--- config.mk ---
export PLATFORM = sky130hd
export DESIGN_NAME = simon_seq_ctrl
export DESIGN_NICKNAME = d
export VERILOG_FILES = /design/src/rtl/simon_seq_ctrl.sv
export SDC_FILE = /design/constraint.sdc
export NUM_CORES = 1
export LEC_CHECK = 0
export CORE_UTILIZATION = 40
export CTS_CLUSTER_SIZE = 28
export DETAILED_ROUTE_END_ITERATION = 10
export GPL_TIMING_DRIVEN = 0
export HOLD_SLACK_MARGIN = 0.08
export SLEW_MARGIN = 20
export SYNTH_ARGS = -nofsm -noshare
export SYNTH_HDL_FRONTEND = slang
export SYNTH_SLANG_ARGS = --single-unit
--- constraint.sdc ---
create_clock -name clk -period 5.3 [get_ports clk]
set_input_delay 1.325 -clock clk [delete_from_list [all_inputs] [get_ports clk]]
set_output_delay 1.325 -clock clk [all_outputs]
set_load 0.02 [all_outputs]
--- src/rtl/simon_seq_ctrl.sv ---
`default_nettype none
// +--------------------------------------------------------------------------+
// | simon_seq_ctrl                                                           |
// | Simon game sequencer: round FSM, sequence RAM addressing, level/lives,   |
// | flash/gap/timeout timing with level-dependent speed-up.                  |
// | Revision: 1.0                                                            |
// +--------------------------------------------------------------------------+
module simon_seq_ctrl #(
    parameter int NUM_COLORS    = 4,
    parameter int COLOR_W       = 2,
    parameter int ADDR_W        = 5,
    parameter int MAX_LEVEL     = 31,
    parameter int GAP_TICKS     = 4,
    parameter int FLASH_TICKS   = 8,
    parameter int SPEEDUP_STEP  = 4,
    parameter int TIMEOUT_TICKS = 64,
    parameter int LIVES         = 1
) (
    input  logic               clk,
    input  logic               rst_n,
    input  logic               i_tick,
    input  logic               i_enter_pressed,
    input  logic               i_key_pressed,
    input  logic               i_key_released,
    input  logic [COLOR_W-1:0] i_key_color,
    input  logic [COLOR_W-1:0] i_rng_data,
    input  logic [COLOR_W-1:0] i_mem_rd_data,
    output logic               o_mem_we,
    output logic [ADDR_W-1:0]  o_mem_waddr,
    output logic [COLOR_W-1:0] o_mem_wdata,
    output logic [ADDR_W-1:0]  o_mem_raddr,
    output logic [ADDR_W-1:0]  o_level,
    output logic [ADDR_W-1:0]  o_max_score,
    output logic [3:0]         o_lives_left,
    output logic               o_flash_en,
    output logic [COLOR_W-1:0] o_flash_color,
    output logic               o_fail_tone,
    output logic [1:0]         o_screen
);

    localparam int                 CNT_W       = 16;
    localparam logic [COLOR_W:0]   C_NUM_COLS  = (COLOR_W+1)'(NUM_COLORS);
    localparam logic [ADDR_W-1:0]  C_MAX_LEVEL = ADDR_W'(MAX_LEVEL);
    localparam logic [CNT_W-1:0]   C_GAP       = CNT_W'(GAP_TICKS);
    localparam logic [CNT_W-1:0]   C_FLASH     = CNT_W'(FLASH_TICKS);
    localparam logic [CNT_W-1:0]   C_TIMEOUT   = CNT_W'(TIMEOUT_TICKS);
    localparam logic [3:0]         C_LIVES     = 4'(LIVES);

    typedef enum logic [3:0] {
        S_WAIT_SCREEN = 4'd0,
        S_GEN         = 4'd1,
        S_PLAY_GAP    = 4'd2,
        S_PLAY_READ   = 4'd3,
        S_PLAY_FLASH  = 4'd4,
        S_INPUT_WAIT  = 4'd5,
        S_INPUT_HOLD  = 4'd6,
        S_LEVEL_UP    = 4'd7,
        S_FAIL_REVEAL = 4'd8,
        S_FAIL_SCREEN = 4'd9,
        S_WIN_SCREEN  = 4'd10
    } state_t;

    state_t             r_state, w_state_nxt;
    logic [CNT_W-1:0]   r_tcnt, w_tcnt_nxt, w_tcnt_inc;
    logic [CNT_W-1:0]   r_flash_len, w_flash_len_nxt, w_flash_len;
    logic [ADDR_W-1:0]  r_gen_cnt, w_gen_cnt_nxt;
    logic [COLOR_W-1:0] r_key_color, w_key_color_nxt;
    logic               r_mem_we, w_mem_we_nxt;
    logic [ADDR_W-1:0]  r_mem_waddr, w_mem_waddr_nxt;
    logic [COLOR_W-1:0] r_mem_wdata, w_mem_wdata_nxt;
    logic [ADDR_W-1:0]  r_mem_raddr, w_mem_raddr_nxt;
    logic [ADDR_W-1:0]  r_level, w_level_nxt, w_level_inc;
    logic [ADDR_W-1:0]  r_max_score, w_max_score_nxt;
    logic [3:0]         r_lives, w_lives_nxt;
    logic               r_flash_en, w_flash_en_nxt;
    logic [COLOR_W-1:0] r_flash_color, w_flash_color_nxt;
    logic               r_fail_tone, w_fail_tone_nxt;
    logic [1:0]         r_screen, w_screen_nxt;
    logic               w_mistake;
    logic               w_rng_valid, w_key_valid;

    assign w_tcnt_inc  = r_tcnt + CNT_W'(1);
    assign w_level_inc = r_level + ADDR_W'(1);
    assign w_rng_valid = ({1'b0, i_rng_data} < C_NUM_COLS);
    assign w_key_valid = ({1'b0, i_key_color} < C_NUM_COLS);

    // Flash length shrinks with level; the divider only exists when speed-up is enabled.
    generate
        if (SPEEDUP_STEP == 0) begin : g_no_speedup
            assign w_flash_len = C_FLASH;
        end else begin : g_speedup
            logic [CNT_W-1:0] w_dec;
            assign w_dec       = CNT_W'(32'(r_level) / SPEEDUP_STEP);
            assign w_flash_len = (w_dec >= C_FLASH) ? CNT_W'(1) : (C_FLASH - w_dec);
        end
    endgenerate

    always_comb begin
        w_state_nxt       = r_state;
        w_level_nxt       = r_level;
        w_max_score_nxt   = r_max_score;
        w_lives_nxt       = r_lives;
        w_mem_raddr_nxt   = r_mem_raddr;
        w_gen_cnt_nxt     = r_gen_cnt;
        w_mem_we_nxt      = 1'b0;
        w_mem_waddr_nxt   = r_mem_waddr;
        w_mem_wdata_nxt   = r_mem_wdata;
        w_flash_color_nxt = r_flash_color;
        w_key_color_nxt   = r_key_color;
        w_flash_len_nxt   = r_flash_len;
        w_mistake         = 1'b0;

        case (r_state)
            S_WAIT_SCREEN: begin
                if (i_enter_pressed) begin
                    w_state_nxt     = S_GEN;
                    w_level_nxt     = '0;
                    w_lives_nxt     = C_LIVES;
                    w_gen_cnt_nxt   = '0;
                    w_mem_waddr_nxt = '0;
                    w_mem_raddr_nxt = '0;
                end
            end
            S_GEN: begin
                if (w_rng_valid) begin
                    w_mem_we_nxt    = 1'b1;
                    w_mem_waddr_nxt = r_gen_cnt;
                    w_mem_wdata_nxt = i_rng_data;
                    w_gen_cnt_nxt   = r_gen_cnt + ADDR_W'(1);
                    if (r_gen_cnt == C_MAX_LEVEL) begin
                        w_state_nxt = S_PLAY_GAP;
                    end
                end
            end
            S_PLAY_GAP: begin
                if (i_tick && (w_tcnt_inc >= C_GAP)) begin
                    w_state_nxt = S_PLAY_READ;
                end
            end
            S_PLAY_READ: begin
                w_state_nxt       = S_PLAY_FLASH;
                w_flash_color_nxt = i_mem_rd_data;
                w_flash_len_nxt   = w_flash_len;
            end
            S_PLAY_FLASH: begin
                if (i_tick && (w_tcnt_inc >= r_flash_len)) begin
                    if (r_mem_raddr == r_level) begin
                        w_state_nxt     = S_INPUT_WAIT;
                        w_mem_raddr_nxt = '0;
                    end else begin
                        w_state_nxt     = S_PLAY_GAP;
                        w_mem_raddr_nxt = r_mem_raddr + ADDR_W'(1);
                    end
                end
            end
            S_INPUT_WAIT: begin
                // A valid key in the expiry cycle takes priority over the timeout.
                if (i_key_pressed && w_key_valid) begin
                    w_state_nxt       = S_INPUT_HOLD;
                    w_key_color_nxt   = i_key_color;
                    w_flash_color_nxt = i_key_color;
                end else if (i_tick && (w_tcnt_inc >= C_TIMEOUT)) begin
                    w_mistake = 1'b1;
                end
            end
            S_INPUT_HOLD: begin
                if (i_key_released) begin
                    if (r_key_color == i_mem_rd_data) begin
                        if (r_mem_raddr == r_level) begin
                            w_state_nxt = S_LEVEL_UP;
                        end else begin
                            w_state_nxt     = S_INPUT_WAIT;
                            w_mem_raddr_nxt = r_mem_raddr + ADDR_W'(1);
                        end
                    end else begin
                        w_mistake = 1'b1;
                    end
                end
            end
            S_LEVEL_UP: begin
                if (r_level == C_MAX_LEVEL) begin
                    w_state_nxt = S_WIN_SCREEN;
                end else begin
                    w_state_nxt     = S_PLAY_GAP;
                    w_level_nxt     = w_level_inc;
                    w_mem_raddr_nxt = '0;
                    if (w_level_inc > r_max_score) begin
                        w_max_score_nxt = w_level_inc;
                    end
                end
            end
            S_FAIL_REVEAL: begin
                if (i_tick && (w_tcnt_inc >= C_FLASH)) begin
                    w_state_nxt = S_FAIL_SCREEN;
                end
            end
            S_FAIL_SCREEN, S_WIN_SCREEN: begin
                if (i_enter_pressed) begin
                    w_state_nxt = S_WAIT_SCREEN;
                end
            end
            default: begin
                w_state_nxt = S_WAIT_SCREEN;
            end
        endcase

        // The read address still points at the element that was missed, so its data is the reveal colour.
        if (w_mistake) begin
            w_lives_nxt = (r_lives == 4'd0) ? 4'd0 : (r_lives - 4'd1);
            if (r_lives <= 4'd1) begin
                w_state_nxt       = S_FAIL_REVEAL;
                w_flash_color_nxt = i_mem_rd_data;
            end else begin
                w_state_nxt     = S_PLAY_GAP;
                w_mem_raddr_nxt = '0;
            end
        end

        w_flash_en_nxt  = (w_state_nxt == S_PLAY_FLASH) || (w_state_nxt == S_INPUT_HOLD) ||
                          (w_state_nxt == S_FAIL_REVEAL);
        w_fail_tone_nxt = (w_state_nxt == S_FAIL_REVEAL);
        case (w_state_nxt)
            S_WAIT_SCREEN: w_screen_nxt = 2'd0;
            S_FAIL_SCREEN: w_screen_nxt = 2'd2;
            S_WIN_SCREEN:  w_screen_nxt = 2'd3;
            default:       w_screen_nxt = 2'd1;
        endcase

        if (w_state_nxt != r_state) begin
            w_tcnt_nxt = '0;
        end else if (i_tick) begin
            w_tcnt_nxt = w_tcnt_inc;
        end else begin
            w_tcnt_nxt = r_tcnt;
        end
    end

    always_ff @(posedge clk or negedge rst_n) begin
        if (!rst_n) begin
            r_state       <= S_WAIT_SCREEN;
            r_tcnt        <= '0;
            r_flash_len   <= '0;
            r_gen_cnt     <= '0;
            r_key_color   <= '0;
            r_mem_we      <= 1'b0;
            r_mem_waddr   <= '0;
            r_mem_wdata   <= '0;
            r_mem_raddr   <= '0;
            r_level       <= '0;
            r_max_score   <= '0;
            r_lives       <= '0;
            r_flash_en    <= 1'b0;
            r_flash_color <= '0;
            r_fail_tone   <= 1'b0;
            r_screen      <= 2'd0;
        end else begin
            r_state       <= w_state_nxt;
            r_tcnt        <= w_tcnt_nxt;
            r_flash_len   <= w_flash_len_nxt;
            r_gen_cnt     <= w_gen_cnt_nxt;
            r_key_color   <= w_key_color_nxt;
            r_mem_we      <= w_mem_we_nxt;
            r_mem_waddr   <= w_mem_waddr_nxt;
            r_mem_wdata   <= w_mem_wdata_nxt;
            r_mem_raddr   <= w_mem_raddr_nxt;
            r_level       <= w_level_nxt;
            r_max_score   <= w_max_score_nxt;
            r_lives       <= w_lives_nxt;
            r_flash_en    <= w_flash_en_nxt;
            r_flash_color <= w_flash_color_nxt;
            r_fail_tone   <= w_fail_tone_nxt;
            r_screen      <= w_screen_nxt;
        end
    end

    assign o_mem_we      = r_mem_we;
    assign o_mem_waddr   = r_mem_waddr;
    assign o_mem_wdata   = r_mem_wdata;
    assign o_mem_raddr   = r_mem_raddr;
    assign o_level       = r_level;
    assign o_max_score   = r_max_score;
    assign o_lives_left  = r_lives;
    assign o_flash_en    = r_flash_en;
    assign o_flash_color = r_flash_color;
    assign o_fail_tone   = r_fail_tone;
    assign o_screen      = r_screen;

endmodule
`default_nettype wire

==> results of run 1 <==
## through the flow
stage | setup WS [ps] | total power (W) | utilization [%] | instances
2_1_floorplan | 2248 | 0.001473 | - | 469
3_3_place_gp | 674.3 | 0.001820 | 46.85 | 648
3_5_place_dp | 1644 | 0.001836 | 47.10 | 649
4_1_cts | 1808 | 0.002324 | 49.24 | 665
5_1_grt | 1581 | 0.002493 | 49.24 | 665
6_report | 1778 | 0.002297 | 49.24 | 665
## registers in the layout, indices dropped and copies added (netlist names)
name           flops
r_tcnt            16
o_level            5
o_max_score        5
o_mem_raddr        5
o_mem_waddr        5
r_gen_cnt          5
o_lives_left       4
r_flash_len        4
r_state            4
o_flash_color      2
o_mem_wdata        2
o_screen           2
r_key_color        2
o_fail_tone        1
o_flash_en         1
o_mem_we           1
## where the power goes
| group | leakage [nW] | internal, W | total (W) | switching (W) |
|---|---|---|---|---|
| clock | 0.110 | 0.000265 | 0.000467 | 0.000202 |
| sequential | 0.854 | 0.000604 | 0.000712 | 0.000107 |
| combinational | 1.16 | 0.000441 | 0.00112 | 0.000677 |
| total | 2.12 | 0.00131 | 0.00230 | 0.000987 |
## worst paths after layout
| check | start | to | slack, ps |
|---|---|---|---|
| worst max-delay path | r_tcnt[1] | r_tcnt[3] | 1780 |
| max in group asynchronous | rst_n | o_max_score[3] | 3920 |
| worst min register to register | o_mem_wdata[0] | o_mem_wdata[0] | 480 |
| worst max register to register | r_tcnt[1] | r_tcnt[3] | 1780 |
| min in group asynchronous | rst_n | o_mem_raddr[1] | 850 |
| worst min-delay path | o_mem_wdata[0] | o_mem_wdata[0] | 480 |
## metal layers
| layer | vias up | GRT usage, % | wire length [µm] |
|---|---|---|---|
| met5 | - | 0 | 0 |
| met4 | 0 | 7.143 | 168 |
| met3 | 18 | 4.511 | 365 |
| met2 | 79 | 29.42 | 4542 |
| met1 | 1737 | 29.30 | 5199 |
| li1 | 1796 | - | - |
## cells by family (layout without fill, tap and decap cells)
kind of cell | count (synthesis) | in the layout | share of synthesized area [%]
compound gates | 108 | 108 | 18.32
buf+inv | 52 | 112 | 5.371
xor+xnor | 33 | 33 | 6.894
simple gates | 181 | 181 | 22.47
mux | 11 | 11 | 2.895
fa+ha+maj | 20 | 20 | 5.849
flops | 64 | 64 | 38.20
## worst min-delay path: stages, from the launching register on
cell and delay [ps]:
dfrtp_1 350, nand2_1 50, nand2_1 50
## cells in the mapped netlist, types with 3 or more instances
library cell	instances	share of area [%]
dfrtp_1	64	38
nand2_1	55	4.9
nor2_1	32	2.9
o21ai_0	30	3.6
clkbuf_1	23	2.1
a21oi_1	20	2.4
inv_1	20	1.8
nand3_1	19	2.3
ha_1	18	5.4
nor3_1	18	2.1
xnor2_1	18	3.8
xor2_1	15	3.1
nor3_2	10	2.4
and3_1	9	1.3
and2_1	8	1.2
nand4_1	7	1.0
a31oi_1	6	0.90
mux2_2	6	1.6
nor2b_1	6	0.90
o31ai_1	6	1.1
a311oi_1	5	1.0
nand2b_1	5	0.75
a22o_1	4	0.84
o22ai_1	4	0.60
a211oi_1	3	0.54
and4_1	3	0.63
buf_2	3	0.36
buf_4	3	0.54
mux2_1	3	0.81
## cell type report
class,instances,area (µm²)
Multi-Input combinational cell,353,2366
Clock inverter,7,95.09
Fill cell,994,5194
Inverter,21,78.83
Clock buffer,9,123.9
Timing Repair Buffer,44,455.4
Tap cell,136,170.2
Buffer,31,146.4
Sequential cell,64,1602
==> metrics.md, run 1 <==
| Metric | Value |
|---|---|
| Vias in the first global route | 3495 |
| Final Skew | 10.31 ps |
| Drt wl/cell | 15.45 µm |
| Vias | 3630 |
| LEAKAGE | about 2.1 nW |
| RSZ-0062 raised after global routing | no |
| Cts hold-fix bufs | 0 |
| Max-slew violation count | 0 |
| Syn avg cell area | 8.940 µm² |
| H-tree levels | 3 |
| Worst Hold Depth | 2 |
| Initial DRT Pass Iterations | 5 |
| Worst Setup Path Type | reg -> reg |
| Crit-path max cell delay | about 600 ps |
| Worst-path fanout max | 10 |
| Port Buffers | 43 |
| Placeable Area | 10230 µm² |
| Longest Clk Path Bufs | 2 |
| I/O Pins | 45 |
| Commonest non-fill, non-tap cell in the layout | dfrtp_1 |
| Total GRT Usage | between 20% and 30% |
| Gpl congestion | 0.8788 |
| # clock sinks | between 60 and 70 |
| Worst setup EP type | flip-flop |
| Worst vdd ir | 0.0002559 V |
| Std cell rows | 37 |
| Finished layout cell area | 5037 µm² |
| Reg2reg path depth | 12 |
| CP Cell Sequence | ha_1 -> and3_1 -> clkbuf_1 -> a311oi_1 -> a31oi_1 -> or4_4 -> o211ai_2 -> and2_1 -> buf_4 -> nand2_1 -> buf_2 -> nor3_2 |
| Slew @ Worst Pin | 942.3 ps |
| WP data arrival | 3790 ps |
| Min Tclk post-route | 3522 ps |
| Required @ worst endpoint | 5560 ps |
| Nets | ~550 |
| Worst Hold Class | reg -> reg |
| DRC | 0 |
| Placed cell area | 4818 µm² |
| First-pass GRT wire length | 17.62 mm |
| Final Setup Violations | 0 |
| Clock Latency Late Sink | 350 ps |
| Die ar. | 10900 µm² |
| Critical Path Start Type | flip-flop |
| FMAX | 283.9 MHz |
| Rel. slew slack | between 30% and 40% |
| Antenna cells | 0 |
| Synthesized flop and latch total | 64 |
| Part of the cycle the worst path needs | around two thirds |
| Worst path top cell family by delay | simple AND/OR/NAND/NOR gates |
| DP Wirelength | 7.577 mm |
| Remaining antenna violation count | 0 |
| Largest net degree at the start of global routing | 47 |
| WL final | 10.28 mm |
| Buf+Inv Stages, Crit Path | 3 |
| Die H | 104.4 µm |
| EDFF count, synth | 0 |
| Resized cells post-CTS | 0 |
| Fin Hold WS | between 400 and 500 ps |
| Initial antenna violation count | 0 |
| Root Buffer | clkbuf_8 |
| Pwr dens | 456.1 nW/µm² |
| Vias per inst | about 5.5 |
| Layout cells sized above 1 | 10.02% |
| Final Hold Violating Endpoints | 0 |
| Main synth FF type | dfrtp_1 |
| GRT Residual Overflow | 0 |
| CTS buffer count | 9 |
| Async set or reset register ratio after synthesis | between 90% and 100% |
| TritonCTS clock tree | yes |
| Syn Nets | 499 |
| Sequential share of the synthesized area | 38.20% |
| Initial DRC count | 239 |
| Max_cap viols | 0 |
| Die X | around 100 µm |
| Reg clk slew, reported paths | around 70 ps |
| Post-Synthesis Cells | 469 |
| Most frequent cells in the layout | dfrtp_1 (64), nand2_1 (55), clkdlybuf4s50_1 (42), nor2_1 (32), o21ai_0 (30) |
| Initial Utilization | 40.98% |
| Crit path max-delay cell type | or4_4 |
| Area grow syn2layout | 20.14% |
| Yosys Warn Count | 0 |
| Synth Cell Area | around 4200 µm² |
| Run status | completed |
| Yosys cell types | 62 |
| Total Neg Setup Slack | 0 ps |
| Post-CTS Setup Bufs | 0 |
| WP depth | 12 |
No activity file was read; power rests on OpenSTA's default activity.
==> run 2, diff against run 1 <==
==> constraint.sdc (replaced) <==
create_clock -name clk -period 2.85 [get_ports clk]
set_input_delay 0.7125 -clock clk [delete_from_list [all_inputs] [get_ports clk]]
set_output_delay 0.7125 -clock clk [all_outputs]
set_load 0.02 [all_outputs]
==> run 2 against run 1 <==
Effect of this change: the flow now finishes with violations (setup timing); critical path depth down 1; utilization increased by 5.9 points; worst setup slack lost 1900 ps; sequential cell count unchanged; cell count up 3.5%; clock skew is 0.82 ps lower; clock power up 81%; sequential share of layout area decreased by 3.2 points; critical endpoint is now r_tcnt[0].
==> metrics.md, run 2 (synthesis results as in run 1) <==
| Metric | Value |
|---|---|
| Run status | complete, but fails checks |
| Failing checks | setup timing |
| Reg clk slew, reported paths | 80 ps (about the same) |
| Fillers | 925 (-6.9%) |
| WP depth | 11 (-1) |
| Reg2reg path depth | 11 (-1) |
| Drt wl/cell | 15.92 µm (+3.0%) |
| WL final | 10.95 mm (+6.6%) |
| Placed instance count | 649 (unchanged) |
| Worst Setup Path Type | reg -> reg |
| Crit-path max cell delay | 550 ps (-50 ps) |
| Die X | 104.4 µm (unchanged) |
| Reg with most FFs | r_tcnt |
| Vias in the first global route | 3596 (+2.9%) |
| CTS buffer count | 9 (unchanged) |
| Rel. slew slack | 24.10% (-13 points) |
| Port Buffers | 43 (unchanged) |
| Crit path max-delay cell type | or4_4 |
| FMAX | 332.4 MHz (+17%) |
| RSZ-0062 raised after global routing | yes |
| Final Hold Violating Endpoints | 0 (unchanged) |
| Vias | 3784 (+4.2%) |
| Clock Latency Late Sink | 360 ps (about the same) |
| Required @ worst endpoint | 3130 ps (-2430 ps) |
| Total Neg Setup Slack | -1608 ps (-1608 ps) |
| Most frequent cells in the layout | dfrtp_1 (58), nand2_1 (53), clkdlybuf4s50_1 (42), nor2_1 (31), o21ai_0 (28) |
| Remaining antenna violation count | 0 (unchanged) |
| Die H | 104.4 µm (unchanged) |
| H-tree levels | 3 (unchanged) |
| Gpl congestion | 0.8370 (-4.8%) |
| GRT Residual Overflow | 0 (unchanged) |
| Max reg flops | 16 (unchanged) |
| CP Cell Sequence | buf_6 -> or3b_4 -> a2111oi_4 -> nor2_1 -> or4_4 -> nor4_4 -> o221ai_2 -> a41o_4 -> buf_12 -> buf_8 -> nor3_4 |
| Non-Filler Instances | 688 (+3.5%) |
| Reg-to-Reg End | r_tcnt[0] |
| Placeable Area | 10230 µm² (unchanged) |
| Largest net degree at the start of global routing | 40 (-15%) |
| Initial Utilization | 40.98% (unchanged) |
| Buf+Inv Stages, Crit Path | 3 (unchanged) |
| Antenna cells | 0 (unchanged) |
| Nets | 577 (+4.2%) |
| Final Setup Violations | 18 (+18) |
| Std cell rows | 37 (unchanged) |
| Worst vdd ir | 0.0004289 V (+68%) |
| Commonest non-fill, non-tap cell in the layout | dfrtp_1 |
| Longest Clk Path Bufs | 2 (unchanged) |
| Worst-path fanout max | 5 (-5) |
| LEAKAGE | 2.336 nW (+10%) |
| DP Wirelength | 7.473 mm (-1.4%) |
| Min Tclk post-route | 3008 ps (-513.8 ps) |
| # clock sinks | 64 (unchanged) |
| Worst Hold Class | in -> async |
| FF-to-FF Start | r_tcnt[12] |
| Initial DRC count | 166 (-31%) |
| Pwr dens | 900.2 nW/µm² (+97%) |
| Initial DRT Pass Iterations | 5 (unchanged) |
| Part of the cycle the worst path needs | 105.6% (+39 points) |
| Worst path top cell family by delay | simple AND/OR/NAND/NOR gates |
| TritonCTS clock tree | yes |
| Worst setup EP type | flip-flop |
| R2R Setup Slk | -160 ps (-1940 ps) |
| I/O Pins | 45 (unchanged) |
| Critical Path Start Type | flip-flop |
| WP data arrival | 3290 ps (-500 ps) |
| Final Skew | 9.489 ps (-0.8222 ps) |
| Slew @ Worst Pin | 1130 ps (+187.5 ps) |
| Die ar. | 10900 µm² (unchanged) |
| DRC | 0 (unchanged) |
| First-pass GRT wire length | 18.17 mm (+3.1%) |
| Max-slew violation count | 0 (unchanged) |
| Setup ws final | -158.4 ps (-1936 ps) |
| Vias per inst | 5.500 (+0.76%) |
| Area grow syn2layout | 34.44% |
| Total GRT Usage | 21.02% (+0.75 points) |
| Initial antenna violation count | 0 (unchanged) |
| Root Buffer | clkbuf_8 |
| Layout cells sized above 1 | 22.64% (+13 points) |
| Max_cap viols | 0 (unchanged) |
run 2: worst max-delay path by stage:
stage,endpoint,from,slack [ps]
floorplan,r_tcnt[0],r_tcnt[1],-10
global placement,r_tcnt[1],rst_n,-1400
detailed placement,r_tcnt[6],r_tcnt[4],-440
CTS,r_tcnt[0],r_tcnt[12],-140
global route,r_tcnt[0],r_tcnt[0],-240
finish,r_tcnt[0],r_tcnt[12],-160
run 2: through the flow:
step	utilization [%]	hold WS, ps	cell area [µm²]	setup slack [ps]	power [W]
6_report	55.09	247.0	5637	-158.4	0.005074
5_1_grt	55.09	270.7	5637	-235.3	0.005437
4_1_cts	53.23	260.9	5446	-138.5	0.004863
3_5_place_dp	47.45	465.4	4855	-438.1	0.003434
3_3_place_gp	47.28	457.4	4837	-1400	0.003394
2_1_floorplan	-	416.9	4237	-13.68	0.002777
run 2: repair_timing:
item,CTS,global route
pin swaps,18,21
gates resized for setup,43,38
gates cloned,2,0
setup buffers,21,7
endpoints found under the setup margin,35,37
hold buffers,0,0
run 2: cell type report:
type / instances / area (µm²) / area share, %
Buffer: 25 / 146.4 / 2.597
Clock buffer: 11 / 151.4 / 2.686
Clock inverter: 5 / 55.05 / 0.9767
Inverter: 21 / 81.33 / 1.443
Multi-Input combinational cell: 353 / 2651 / 47.04
Sequential cell: 64 / 1609 / 28.55
Tap cell: 136 / 170.2 / 3.019
Timing Repair Buffer: 73 / 772.0 / 13.70
run 2: metal layers:
layer / wire, µm / share of wire, % / track usage, %
met1: 5140 / 47 / 28.85
met2: 5134 / 47 / 32.12
met3: 465 / 4.2 / 3.885
met4: 213 / 1.9 / 9.286
met5: 0 / 0 / 0
run 2: power breakdown:
part	leakage [nW]	switching [W]	total (W)	internal [W]
registers	0.844	0.000201	0.00133	0.00113
clock network	0.101	0.000395	0.000843	0.000448
logic	1.39	0.00153	0.00291	0.00137
==> run 3, diff against run 2 <==
--- a/config.mk
+++ b/config.mk
@@ -5,7 +5,10 @@
 export SDC_FILE = /design/constraint.sdc
 export NUM_CORES = 1
 export LEC_CHECK = 0
+export CAP_MARGIN = 10
+export CORE_MARGIN = 4
 export CORE_UTILIZATION = 40
+export CTS_CLUSTER_DIAMETER = 60
 export CTS_CLUSTER_SIZE = 28
 export DETAILED_ROUTE_END_ITERATION = 10
 export GPL_TIMING_DRIVEN = 0
==> run 3 against run 2 <==
Effect of this change: the flow still finishes with violations (setup timing); sequential power barely moved; clock-buffer cell count unchanged; routed wire length up 0.25%; maximum frequency up 3.1%; worst setup slack improved by 89 ps; critical path depth down 1; critical endpoint is now r_tcnt[6].
==> metrics.md, run 3 (synthesis results as in run 1) <==
| Metric | Value |
|---|---|
| Critical Path Start Type | flip-flop |
| Layout cells sized above 1 | 23.20% (+0.56 points) |
| DRC | 0 (unchanged) |
| Gpl congestion | 0.8877 (+6.1%) |
| DP Wirelength | 7.540 mm (+0.90%) |
| Longest Clk Path Bufs | 2 (unchanged) |
| H-tree levels | 3 (unchanged) |
| Final Setup Violations | 14 (-4) |
| Nets | 581 (+0.69%) |
| Initial DRT Pass Iterations | 5 (unchanged) |
| Initial DRC count | 128 (-23%) |
| Reg clk slew, reported paths | 80 ps (about the same) |
| Total Neg Setup Slack | -607.2 ps (+1000 ps) |
| CP Cell Sequence | ha_4 -> and3_4 -> a311oi_2 -> a31oi_1 -> or4_4 -> nor4_4 -> o221ai_2 -> a41o_4 -> buf_12 -> nor3_4 |
| Part of the cycle the worst path needs | 102.4% (-3.1 points) |
| Crit path max-delay cell type | or4_4 |
| Buf+Inv Stages, Crit Path | 1 (-2) |
| Die X | 110.4 µm (+5.7%) |
| FMAX | 342.6 MHz (+3.1%) |
| Std cell rows | 37 (unchanged) |
| Worst Setup Path Type | reg -> reg |
| # clock sinks | 64 (unchanged) |
| Top Usage Layer GRT | met2 |
| Drt wl/cell | 15.87 µm (-0.33%) |
| CTS buffer count | 9 (unchanged) |
| M3 GR Usage | 3.844% (-0.041 points) |
| Final Skew | 8.051 ps (-1.438 ps) |
| Antenna cells | 0 (unchanged) |
| Crit-path max cell delay | 610 ps (+60 ps) |
| Vias per inst | 5.532 (+0.58%) |
| Worst-path fanout max | 7 (+2) |
| Pwr dens | 857.4 nW/µm² (-4.8%) |
| Worst setup EP type | flip-flop |
| Worst vdd ir | 0.0003990 V (-7.0%) |
| Most frequent cells in the layout | dfrtp_1 (57), nand2_1 (53), clkdlybuf4s50_1 (42), nor2_1 (31), o21ai_0 (29) |
| Root Buffer | clkbuf_8 |
| Post-layout util | 54.70% (-0.39 points) |
| Placeable Area | 10280 µm² (+0.45%) |
| Min Tclk post-route | 2919 ps (-89.41 ps) |
| Worst path top cell family by delay | simple AND/OR/NAND/NOR gates |
| Largest net degree at the start of global routing | 42 (+5.0%) |
| Slew @ Worst Pin | 1031 ps (-99.16 ps) |
| Worst Hold Class | in -> async |
| Max-slew violation count | 0 (unchanged) |
| I/O Pins | 45 (unchanged) |
| Initial Utilization | 40.80% (-0.18 points) |
| WL final | 10.98 mm (+0.25%) |
| GRT Residual Overflow | 0 (unchanged) |
| Required @ worst endpoint | 3110 ps (-20 ps) |
| Failing checks | setup timing |
| Vias | 3828 (+1.2%) |
| GR Util met2 | 28.55% (-3.6 points) |
| Die ar. | 12180 µm² (+12%) |
| Port Buffers | 43 (unchanged) |
| Clock Latency Late Sink | 350 ps (about the same) |
| Vias in the first global route | 3605 (+0.25%) |
| Rel. slew slack | 30.76% (+6.7 points) |
| Area grow syn2layout | 34.08% |
| Max reg flops | 16 (unchanged) |
| Die H | 110.4 µm (+5.7%) |
| First-pass GRT wire length | 17.76 mm (-2.2%) |
| Setup ws final | -68.96 ps (+89.41 ps) |
| LEAKAGE | 2.331 nW (-0.21%) |
| Commonest non-fill, non-tap cell in the layout | dfrtp_1 |
| Remaining antenna violation count | 0 (unchanged) |
| WP data arrival | 3180 ps (-110 ps) |
| TritonCTS clock tree | yes |
| RSZ-0062 raised after global routing | yes |
| Final Hold Violating Endpoints | 0 (unchanged) |
| Routing usage on met1 | 26.29% (-2.6 points) |
| Max_cap viols | 0 (unchanged) |
| Initial antenna violation count | 0 (unchanged) |
| Reg with most FFs | r_tcnt |
| Total GRT Usage | 18.67% (-2.3 points) |
| Run status | complete, but fails checks |
## run 3: repair_timing
item | CTS | global route
setup buffers | 14 | 20
cloned | 0 | 1
pin swaps | 10 | 23
resized for setup | 29 | 41
setup endpoints to repair | 34 | 34
hold buffers | 0 | 0
## run 3: layout make-up
cell class / count / area [µm²]
Fill cell: 947 / 4656
Inverter: 21 / 81.33
Clock buffer: 11 / 151.4
Sequential cell: 64 / 1610
Multi-Input combinational cell: 353 / 2645
Clock inverter: 5 / 55.05
Tap cell: 136 / 170.2
Timing Repair Buffer: 79 / 774.5
Buffer: 23 / 133.9
## run 3: final timing paths
kind                                     start        endpoint  slack (ps)  depth (start not counted)
min in group clk                o_mem_wdata[0]  o_mem_wdata[0]         500                          2
worst max register to register       r_tcnt[0]       r_tcnt[6]         -70                         10
worst min-delay path                     rst_n  o_mem_raddr[3]         250                          1
max in group asynchronous                rst_n       r_tcnt[1]        2050                          2
worst min register to register  o_mem_wdata[0]  o_mem_wdata[0]         500                          2
worst max-delay path                 r_tcnt[0]       r_tcnt[6]         -70                         10
## run 3: worst reg2reg max path: cells and delay by family, from the launching register on
family                   cells  cell delay (ps)
AO/OA/AOI/OAI                4              800
adder cells (fa/ha/maj)      1              170
buffers and inverters        1              160
flip-flops                   1              450
AND/OR/NAND/NOR              4             1260
## run 3: layer usage
layer  share of wire (%)  wire [µm]  vias to the layer above
li1                    -          -                     1839
met5                   0          0                        -
met1                  46       5050                     1889
met4                 1.4        156                        0
met2                  48       5262                       90
met3                 4.7        512                       10
## run 3: per-stage QoR
step | worst slack (ps) | total power (W) | hold slack [ps] | std cells | instance area, µm²
floorplan | -13.68 | 0.002777 | 416.9 | 469 | 4237
global placement | -1368 | 0.003402 | 458.3 | 648 | 4837
detailed placement | -421.2 | 0.003449 | 478.0 | 649 | 4855
CTS | -100.8 | 0.004554 | 249.4 | 674 | 5295
global route | -195.4 | 0.005181 | 264.9 | 692 | 5622
finish | -68.96 | 0.004820 | 251.3 | 692 | 5622
## run 3: power by group
group	switching [W]	internal [W]	leakage [nW]
logic	0.00147	0.00119	1.39
clock network	0.000373	0.000448	0.101
registers	0.000207	0.00113	0.842
